**config.mk**
```make
export PLATFORM = sky130hd
export DESIGN_NAME = pipe_stage_reg
export DESIGN_NICKNAME = d
export VERILOG_FILES = /design/src/rtl/pipe_pkg.sv /design/src/rtl/sat_counter.sv /design/src/rtl/pipe_stage_reg.sv
export SDC_FILE = /design/constraint.sdc
export NUM_CORES = 1
export LEC_CHECK = 0
export CAP_MARGIN = 20
export CORE_ASPECT_RATIO = 0.9
export CORE_MARGIN = 2
export CORE_UTILIZATION = 30
export CTS_CLUSTER_DIAMETER = 50
export CTS_CLUSTER_SIZE = 24
export DETAILED_ROUTE_END_ITERATION = 12
export PLACE_DENSITY = 0.59
export SKIP_LAST_GASP = 1
export SLEW_MARGIN = 5
export SYNTH_ARGS = -nofsm -noshare
export SYNTH_HDL_FRONTEND = slang
export SYNTH_HIERARCHICAL = 1
export SYNTH_SLANG_ARGS = --single-unit
```
**constraint.sdc**
```tcl
create_clock -name clk -period 2.2 [get_ports clk]
set_input_delay 0.44 -clock clk [delete_from_list [all_inputs] [get_ports clk]]
set_output_delay 0.44 -clock clk [all_outputs]
set_load 0.03 [all_outputs]
```
**src/rtl/pipe_pkg.sv**
```systemverilog
// ============================================================================
// Module      : pipe_pkg
// Description : Shared types and default bundle widths for pipeline stage
//               registers.
// Revision    : 1.0 - initial release
// ============================================================================
`default_nettype none

package pipe_pkg;

    typedef enum logic [1:0] {
        ST_EMPTY = 2'd0,
        ST_ONE   = 2'd1,
        ST_TWO   = 2'd2
    } state_e;

    localparam int ID_EX_CTRL_W = 11;
    localparam int ID_EX_DATA_W = 160;
    localparam int DEF_CNT_W    = 16;

endpackage

`default_nettype wire

```
**src/rtl/sat_counter.sv**
```systemverilog
// ============================================================================
// Module      : sat_counter
// Description : Up-counter with enable and synchronous clear that sticks at
//               its maximum value.
// Revision    : 1.0 - initial release
// ============================================================================
`default_nettype none

module sat_counter #(
    parameter int CNT_W = 16
) (
    input  logic             clk,
    input  logic             rst,
    input  logic             en_i,
    output logic [CNT_W-1:0] cnt_o
);

    logic [CNT_W-1:0] cnt_q;
    logic [CNT_W-1:0] cnt_d;

    always_comb begin
        cnt_d = cnt_q;
        if (en_i && (cnt_q != {CNT_W{1'b1}})) begin
            cnt_d = cnt_q + 1'b1;
        end
    end

    always_ff @(posedge clk) begin
        if (rst) begin
            cnt_q <= '0;
        end else begin
            cnt_q <= cnt_d;
        end
    end

    assign cnt_o = cnt_q;

endmodule

`default_nettype wire

```
**src/rtl/pipe_stage_reg.sv**
```systemverilog
// ============================================================================
// Module      : pipe_stage_reg
// Description : Back-pressurable pipeline stage register with 2-entry skid,
//               flush/bubble insertion and saturating stall counter.
// Revision    : 1.0 - initial release
// ============================================================================
`default_nettype none

module pipe_stage_reg
    import pipe_pkg::*;
#(
    parameter int CTRL_W    = ID_EX_CTRL_W,
    parameter int DATA_W    = ID_EX_DATA_W,
    parameter int CNT_W     = DEF_CNT_W,
    parameter bit ZERO_DATA = 1'b0
) (
    input  logic              clk,
    input  logic              rst,
    input  logic              flush,
    input  logic              in_valid,
    output logic              in_ready,
    input  logic [CTRL_W-1:0] in_ctrl,
    input  logic [DATA_W-1:0] in_data,
    output logic              out_valid,
    input  logic              out_ready,
    output logic [CTRL_W-1:0] out_ctrl,
    output logic [DATA_W-1:0] out_data,
    output logic [CNT_W-1:0]  stall_cnt
);

    localparam int PW = CTRL_W + DATA_W;

    state_e        state_q, state_d;
    logic [PW-1:0] main_q, main_d;
    logic [PW-1:0] skid_q, skid_d;
    logic          in_ready_q;

    logic          w_accept;
    logic          w_drain;
    logic [PW-1:0] w_in_payload;
    logic [PW-1:0] w_main_bubble;
    logic [PW-1:0] w_skid_bubble;

    assign w_in_payload = {in_ctrl, in_data};
    assign w_accept     = in_valid & in_ready_q;
    assign w_drain      = out_valid & out_ready;

    // A bubble always has zero control; data is optionally kept so that
    // downstream debug/forwarding sees the last value.
    assign w_main_bubble = ZERO_DATA ? '0 : {{CTRL_W{1'b0}}, main_q[DATA_W-1:0]};
    assign w_skid_bubble = ZERO_DATA ? '0 : {{CTRL_W{1'b0}}, skid_q[DATA_W-1:0]};

    always_comb begin
        state_d = state_q;
        main_d  = main_q;
        skid_d  = skid_q;
        case (state_q)
            ST_EMPTY: begin
                if (w_accept) begin
                    state_d = ST_ONE;
                    main_d  = w_in_payload;
                end
            end
            ST_ONE: begin
                if (w_accept && w_drain) begin
                    main_d = w_in_payload;
                end else if (w_accept) begin
                    state_d = ST_TWO;
                    skid_d  = w_in_payload;
                end else if (w_drain) begin
                    state_d = ST_EMPTY;
                end
            end
            ST_TWO: begin
                if (w_drain) begin
                    state_d = ST_ONE;
                    main_d  = skid_q;
                end
            end
            default: begin
                state_d = ST_EMPTY;
            end
        endcase
        if (state_d == ST_EMPTY) begin
            main_d = w_main_bubble;
        end
        if (flush) begin
            state_d = ST_EMPTY;
            main_d  = w_main_bubble;
            skid_d  = w_skid_bubble;
        end
    end

    always_ff @(posedge clk) begin
        if (rst) begin
            state_q    <= ST_EMPTY;
            main_q     <= '0;
            skid_q     <= '0;
            in_ready_q <= 1'b1;
        end else begin
            state_q    <= state_d;
            main_q     <= main_d;
            skid_q     <= skid_d;
            in_ready_q <= (state_d != ST_TWO);
        end
    end

    assign in_ready  = in_ready_q;
    assign out_valid = (state_q != ST_EMPTY);
    assign out_ctrl  = out_valid ? main_q[PW-1 -: CTRL_W] : '0;
    assign out_data  = main_q[DATA_W-1:0];

    sat_counter #(
        .CNT_W (CNT_W)
    ) u_stall_cnt (
        .clk   (clk),
        .rst   (rst),
        .en_i  (out_valid & ~out_ready),
        .cnt_o (stall_cnt)
    );

endmodule

`default_nettype wire

```
==> summary.log, run 1 <==
INFO  clock_network  cts-root-buf=clkbuf_16
INFO  logic_synthesis number_of_distinct_library_cells_after_synthesis=43
INFO  pwr            power_density=811nW/um^2
INFO  worst_setup_path timing.critical_path.max_delay_family=buffers and inverters
INFO  worst_setup_path timing.critical_path.arrival=1.69ns
INFO  final_layout   drive_gt1_share=8.66%
INFO  sta            fin_worst_skew=0.0285ns
INFO  logic_synthesis postSynth.asyncResetShare=0%
INFO  detailed_routing initialDrtViolationCount=732
INFO  final_layout   nNetsFinal=2349
INFO  detailed_routing number_of_nets_with_antenna_violations_after_detailed_routing=0
INFO  detailed_routing drt_pre_antenna_iters=5
INFO  logic_synthesis part_of_the_yosys_area_used_for_sequential_elements=45.9%
INFO  worst_setup_path timing.critical_path.fanout_max=5
INFO  clock_network  clk_pin_slew_worst_paths=0.06ns
INFO  worst_setup_path worstSetupPathType=reg2out
INFO  pwr            clock_power_share=45.0%
INFO  logic_synthesis syn_avg_cell_area=7.95um^2
INFO  logic_synthesis postSynthCellCount=1980
INFO  logic_synthesis yosysWarningCount=6
INFO  detailed_routing route.detailed.vias_per_inst=4.79
INFO  floorplanning  floorplan.die.height=221um
INFO  sta            final.period_utilization=96.6%
INFO  detailed_routing drcViolationCount=0
INFO  clock_network  worstSkewPairLatency=0.56ns
INFO  clock_network  clock_tree.buffer_depth=3
INFO  detailed_routing drt_wl_total=43.9mm
INFO  floorplanning  floorplan.initialDensity=30.4%
INFO  logic_synthesis number_of_enable_flip_flop_cells_after_synthesis=0
INFO  worst_setup_path required=1.76ns
INFO  placement      dp_hpwl=29.6mm
INFO  global_routing global_route.usage.total=15.5%
INFO  sta            finalCriticalPeriod=2.13ns
INFO  worst_setup_path chain_of_cells_forming_the_critical_path=clkdlybuf4s50_1
INFO  floorplanning  num_rows=79
INFO  sta            transition_at_the_pin_with_the_smallest_max_transition_slack=0.643ns
INFO  placement      place_inst=2816
INFO  logic_synthesis synth.cell_area=15700um^2
INFO  pwr            switching_share=26.4%
INFO  global_routing grt_pass1_wl=69.8mm
INFO  pwr            share_seq_of_total_power=41.2%
INFO  flow_run       cap_violations=0
INFO  final_layout   area_delta_synth_final=32.9%
INFO  logic_synthesis mappedNetlistNets=2157
INFO  placement      globalplace.congestion=0.782
INFO  detailed_routing via_count=13900
INFO  min_path       worst_min_delay_path_category=in2reg
INFO  clock_network  tritoncts.num_buffers=42
INFO  worst_setup_path worst_path_largest_cell_delay=0.71ns
INFO  floorplanning  floorplan.die.width=245um
INFO  global_routing grt_pass1_vias=13400
INFO  global_routing grt_start_max_net_pins=133
INFO  clock_network  number_of_levels_in_the_clock_h_tree=2
INFO  pwr            power_report.internal_total=12.5mW
INFO  floorplanning  design.core.area=51800um^2
INFO  sta            unrepaired_setup_endpoints_after_global_routing=no
INFO  sta            relSlewSlack=57.2%
INFO  pwr            combPwrFrac=13.8%
INFO  pwr            power=16.9mW
INFO  logic_synthesis yosys_register_bits=361
INFO  pwr            total_switching_power=4.48mW
INFO  global_routing grt_overflow=0
INFO  floorplanning  die_footprint=54300um^2
INFO  placement      io_buffer_count=364
INFO  floorplanning  io_pins=365
INFO  pwr            max-vdd-ir-drop=0.000542V
INFO  worst_setup_path worstPathBufferInverterCount=1
INFO  pwr            total_leakage_power=7.85nW
INFO  clock_network  total_number_of_clock_tree_sinks=361
INFO  global_routing grt_antenna_before_repair=3
INFO  run_status     status=finished, final reports clean
INFO  sta            finalMaxSlewViolations=0
INFO  clock_network  post-cts-setup-buffers=0
INFO  final_layout   instances_no_fill=2895
INFO  logic_synthesis ys.flop_type=dfxtp_1
INFO  worst_setup_path slowest_cell_on_crit_path=clkdlybuf4s50_1
INFO  sta            timing.final.setup_violations=0
INFO  detailed_routing wl_per_cell=15.2um
INFO  worst_setup_path cp-end-kind=output pin
INFO  worst_setup_path kind_of_launch_point_of_the_worst_setup_path=register
INFO  sta            finalHoldViolations=0
INFO  clock_network  tritoncts_clock_tree=done
INFO  clock_network  cts.hold.buffers_added=0
INFO  sta            max_freq=0.471GHz
-- synthesized netlist by cell type (2+ instances only) --
library cell / instances / area [um^2]
dfxtp_1: 361 / 7230
nand2b_1: 2 / 12.5
buf_2: 61 / 305
o21ai_0: 4 / 20.0
a21oi_1: 170 / 851
nor4_1: 2 / 12.5
nand3b_1: 2 / 15.0
nand4_1: 3 / 18.8
inv_1: 4 / 15.0
nand3_1: 19 / 95.1
nor2_1: 21 / 78.8
nor3_1: 5 / 25.0
or3_1: 3 / 18.8
a31oi_1: 162 / 1010
buf_4: 160 / 1200
o211a_1: 11 / 110
mux2i_1: 12 / 120
clkbuf_1: 81 / 304
and4_1: 3 / 26.3
buf_6: 11 / 124
buf_1: 3 / 11.3
o31ai_1: 6 / 45.0
nor2b_1: 15 / 93.8
nand2_1: 671 / 2520
nor4_4: 2 / 42.5
o21a_1: 161 / 1210
xnor2_1: 2 / 17.5
or4_1: 8 / 60.1
-- final timing paths --
path,from,to,slack (ns),depth (start not counted)
worst min-delay path,rst,u_stall_cnt/cnt_o[13],0.17,2
worst max-delay path,u_stall_cnt/cnt_o[7],stall_cnt[7],0.07,1
worst min register to register,skid_q[120],skid_q[120],0.45,2
worst max register to register,state_q[1],main_q[4],0.37,7
-- layout by cell type, fill, tap and decap left out, drive strengths merged, types with 5 or more instances in the layout --
cell type	synthesis	routed
o211a	11	11
a31oi	162	162
a21oi	170	170
nor2	21	21
or4	8	8
inv	4	17
dfxtp	361	361
clkinv	0	6
mux2i	12	12
o21a	161	161
nand2	672	672
nor2b	15	15
dlymetal6s2s	0	7
clkdlybuf4s50	0	342
nand3	19	19
buf	235	105
nor3	5	5
clkbuf	81	54
dlygate4sd2	0	9
o31ai	6	6
-- sequential cells by signal (all words and copies together) (netlist names) --
register	count
u_stall_cnt/cnt_o	16
state_q	2
main_q	171
skid_q	171
in_ready	1
-- what timing repair did --
item / 4_1_cts / 5_1_grt
setup endpoints to repair: 10 / 8
cloned: 0 / 0
gates resized for setup: 10 / 8
-- power groups by stage --
| stage | Clock (mW) | Sequential, mW | Combinational, mW |
|---|---|---|---|
| final | 7.62 | 6.98 | 2.34 |
| after global routing | 8.10 | 7.01 | 2.50 |
| after CTS | 7.82 | 6.99 | 2.36 |
| after detailed placement | 0 | 7.13 | 2.35 |
| after global placement | 0 | 7.13 | 2.34 |
| after floorplan | 0 | 7.07 | 1.51 |
-- per-stage QoR --
| stage | util, % | worst slack [ns] | hold slack [ns] | cell area (um^2) | TNS, ns |
|---|---|---|---|---|---|
| finish | 40.4 | 0.0750 | 0.172 | 20900 | 0 |
| detailed placement | 37.4 | -0.200 | 0.447 | 19400 | -44.77 |
| CTS | 40.3 | 0.00946 | 0.133 | 20900 | 0 |
| global placement | 37.4 | -0.160 | 0.441 | 19400 | -37.92 |
| floorplan | - | 0.186 | 0.437 | 15700 | 0 |
| global route | 40.4 | 0.00241 | 0.162 | 20900 | 0 |
-- cell families after synthesis --
kind of cell             Yosys count  share of synthesized area, %
AND/OR/NAND/NOR                  763                          19.6
AO/OA/AOI/OAI                    520                          21.0
multiplexers                      13                         0.835
adder cells (fa/ha/maj)            1                        0.0795
buffers and inverters            320                          12.5
flip-flops                       361                          45.9
XOR/XNOR                           2                         0.111
-- layer usage --
metal / GRT usage (%) / share of wire [%]
met3: 3.81 / 6.9
met1: 19.7 / 45
met5: 0 / 0.061
met4: 5.53 / 2.8
met2: 25.5 / 46
-- final cells by class --
class / count / area [um^2]
diodes: 1 / 2.50
clock buffers: 54 / 1220
clock inverters: 24 / 325
fillers: 5183 / 30900
inverters: 4 / 15.0
multi-input cells: 1299 / 6590
flip-flops and latches: 361 / 7230
well taps: 688 / 861
repair buffers: 464 / 4670
Note: power is estimated with default switching activity, not from simulation.
==> inputs of run 2 (changes only) <==
--- a/config.mk
+++ b/config.mk
@@ -13,6 +13,7 @@
 export CTS_CLUSTER_SIZE = 24
 export DETAILED_ROUTE_END_ITERATION = 12
 export PLACE_DENSITY = 0.59
+export SETUP_SLACK_MARGIN = 0.05
 export SKIP_LAST_GASP = 1
 export SLEW_MARGIN = 5
 export SYNTH_ARGS = -nofsm -noshare
==> summary.log, run 2 (synthesized netlist as in run 1, its figures left out) <==
INFO  placement      globalplace.congestion=0.782 [unchanged]
INFO  sta            relSlewSlack=57.1% [-0.10 points]
INFO  global_routing grt_pass1_wl=69.8mm [about the same]
INFO  placement      postPlaceCellArea=19400um^2 [unchanged]
INFO  sta            max_freq=0.477GHz [+1.4%]
INFO  sta            unrepaired_setup_endpoints_after_global_routing=no
INFO  worst_setup_path worstSetupPathType=reg2out
INFO  sta            final.period_utilization=95.3% [-1.3 points]
INFO  detailed_routing initialDrtViolationCount=735 [+0.41%]
INFO  final_layout   layout_common_cells=671 x nand2_1, 361 x dfxtp_1, 335 x clkdlybuf4s50_1
INFO  floorplanning  floorplan.die.height=221um [unchanged]
INFO  floorplanning  die_footprint=54300um^2 [unchanged]
INFO  sta            finalHoldViolations=0 [unchanged]
INFO  final_layout   fill_cells=5187 [+0.077%]
INFO  worst_setup_path timing.critical_path.fanout_max=5 [unchanged]
INFO  detailed_routing number_of_nets_with_antenna_violations_after_detailed_routing=0 [unchanged]
INFO  pwr            power_density=812nW/um^2 [+0.21%]
INFO  clock_network  total_number_of_clock_tree_sinks=361 [unchanged]
INFO  final_layout   area_delta_synth_final=32.5%
INFO  global_routing global_route.usage.total=15.5% [about the same]
INFO  clock_network  clock_tree.buffer_depth=3 [unchanged]
INFO  placement      io_buffer_count=364 [unchanged]
INFO  floorplanning  design.core.area=51800um^2 [unchanged]
INFO  final_layout   nNetsFinal=2349 [unchanged]
INFO  worst_setup_path timing.critical_path.max_delay_family=buffers and inverters
INFO  worst_setup_path slowest_cell_on_crit_path=clkdlybuf4s50_1
INFO  clock_network  tritoncts_clock_tree=done
INFO  pwr            max-vdd-ir-drop=0.000537V [-0.96%]
INFO  sta            finalCriticalPeriod=2.10ns [-0.0290 ns]
INFO  floorplanning  num_rows=79 [unchanged]
INFO  worst_setup_path kind_of_launch_point_of_the_worst_setup_path=register
INFO  global_routing grt_overflow=0 [unchanged]
INFO  sta            timing.final.setup_violations=0 [unchanged]
INFO  sta            fin_worst_skew=0.0299ns [+0.00140 ns]
INFO  pwr            total_leakage_power=7.78nW [-0.91%]
INFO  worst_setup_path chain_of_cells_forming_the_critical_path=clkdlybuf4s50_1
INFO  min_path       worst_min_delay_path_category=in2reg
INFO  final_layout   drive_gt1_share=8.88% [+0.23 points]
INFO  sta            finalMaxSlewViolations=0 [unchanged]
INFO  detailed_routing wl_per_cell=15.1um [-0.30%]
INFO  final_layout   mostFrequentLayoutCell=nand2_1
INFO  detailed_routing detailroute.wirelength.met3=2.93mm [-3.4%]
INFO  worst_setup_path worst_path_largest_cell_delay=0.71ns [about the same]
INFO  flow_run       cap_violations=0 [unchanged]
INFO  detailed_routing drt_wl_total=43.8mm [-0.30%]
INFO  run_status     status=finished, final reports clean
INFO  worst_setup_path cp-end-kind=output pin
INFO  clock_network  worstSkewPairLatency=0.56ns [about the same]
INFO  floorplanning  floorplan.die.width=245um [unchanged]
INFO  sta            setup-tns-final=0ns [unchanged]
INFO  global_routing grt_antenna_before_repair=3 [unchanged]
INFO  clock_network  cts.hold.buffers_added=0 [unchanged]
INFO  detailed_routing route.detailed.vias_per_inst=4.78 [-0.28%]
INFO  clock_network  clk_pin_slew_worst_paths=0.06ns [about the same]
INFO  final_layout   area.sequential=7230um^2 [unchanged]
INFO  final_layout   multi_input_area=6590um^2 [unchanged]
INFO  global_routing grt_start_max_net_pins=133 [unchanged]
INFO  clock_network  cts-root-buf=clkbuf_16
INFO  floorplanning  floorplan.initialDensity=30.4% [unchanged]
INFO  clock_network  post-cts-setup-buffers=0 [unchanged]
INFO  worst_setup_path required=1.76ns [about the same]
INFO  floorplanning  io_pins=365 [unchanged]
INFO  sta            finalHoldWorstSlack=0.171ns [-0.00134 ns]
INFO  detailed_routing top_layer_used=met5
INFO  detailed_routing via_count=13800 [-0.28%]
INFO  pwr            power=16.9mW [about the same]
INFO  detailed_routing drt_pre_antenna_iters=5 [unchanged]
INFO  worst_setup_path timing.critical_path.arrival=1.66ns [-0.03 ns]
INFO  detailed_routing wl_met2=20.1mm [about the same]
INFO  detailed_routing drt-met1-wl=19.6mm [+0.11%]
INFO  final_layout   finish.utilization=40.3% [-0.099 points]
INFO  placement      dp_hpwl=29.6mm [unchanged]
INFO  clock_network  number_of_levels_in_the_clock_h_tree=2 [unchanged]
INFO  sta            transition_at_the_pin_with_the_smallest_max_transition_slack=0.644ns [+0.00152 ns]
INFO  worst_setup_path worstPathBufferInverterCount=1 [unchanged]
INFO  detailed_routing drcViolationCount=0 [unchanged]
INFO  final_layout   final_cell_area=20900um^2 [-0.25%]
INFO  clock_network  tritoncts.num_buffers=42 [unchanged]
INFO  global_routing grt_pass1_vias=13400 [-0.030%]
-- run 2: timing repair --
action	4_1_cts	5_1_grt
cloned	0	0
endpoints found under the setup margin	23	6
resized for setup	23	11
-- run 2: worst paths after layout --
kind / startpoint / end / slack, ns / cells past startpoint
worst min register to register: skid_q[120] / skid_q[120] / 0.45 / 2
worst max register to register: state_q[1] / main_q[4] / 0.37 / 7
worst max-delay path: u_stall_cnt/cnt_o[14] / stall_cnt[14] / 0.10 / 1
worst min-delay path: rst / u_stall_cnt/cnt_o[13] / 0.17 / 2
-- run 2: where the power goes --
part | leakage, nW | total (mW) | internal, mW | switching, mW
combinational | 4.07 | 2.34 | 1.11 | 1.23
clock | 0.760 | 7.62 | 4.54 | 3.08
sequential | 2.94 | 6.98 | 6.82 | 0.166
-- run 2: area by class of cell --
| cell class | count | share of cell area (%) |
|---|---|---|
| antenna | 1 | 0.0120 |
| clock buffer | 54 | 5.85 |
| clock inverter | 24 | 1.56 |
| inverter | 4 | 0.0720 |
| multi-input combinational | 1299 | 31.6 |
| sequential | 361 | 34.7 |
| tap | 688 | 4.13 |
| timing repair buffer | 464 | 22.1 |
-- run 2: per-stage QoR --
step / std cells / setup slack [ns]
3_5_place_dp: 2816 / -0.200
5_1_grt: 2895 / 0.0520
3_3_place_gp: 2816 / -0.160
2_1_floorplan: 1980 / 0.186
6_report: 2895 / 0.104
4_1_cts: 2894 / 0.0510
-- run 2: layer usage --
layer	track usage (%)	up-vias
met5	0	-
met4	5.53	4
met3	3.81	76
met2	25.5	368
met1	19.7	6490
li1	-	6888
==> inputs of run 3 (changes only) <==
--- a/config.mk
+++ b/config.mk
@@ -5,6 +5,7 @@
 export SDC_FILE = /design/constraint.sdc
 export NUM_CORES = 1
 export LEC_CHECK = 0
+export ABC_CLOCK_PERIOD_IN_PS = 2200
 export CAP_MARGIN = 20
 export CORE_ASPECT_RATIO = 0.9
 export CORE_MARGIN = 2
==> results of run 3 <==
Final layout, timing and power as in run 2 (identical DEF).
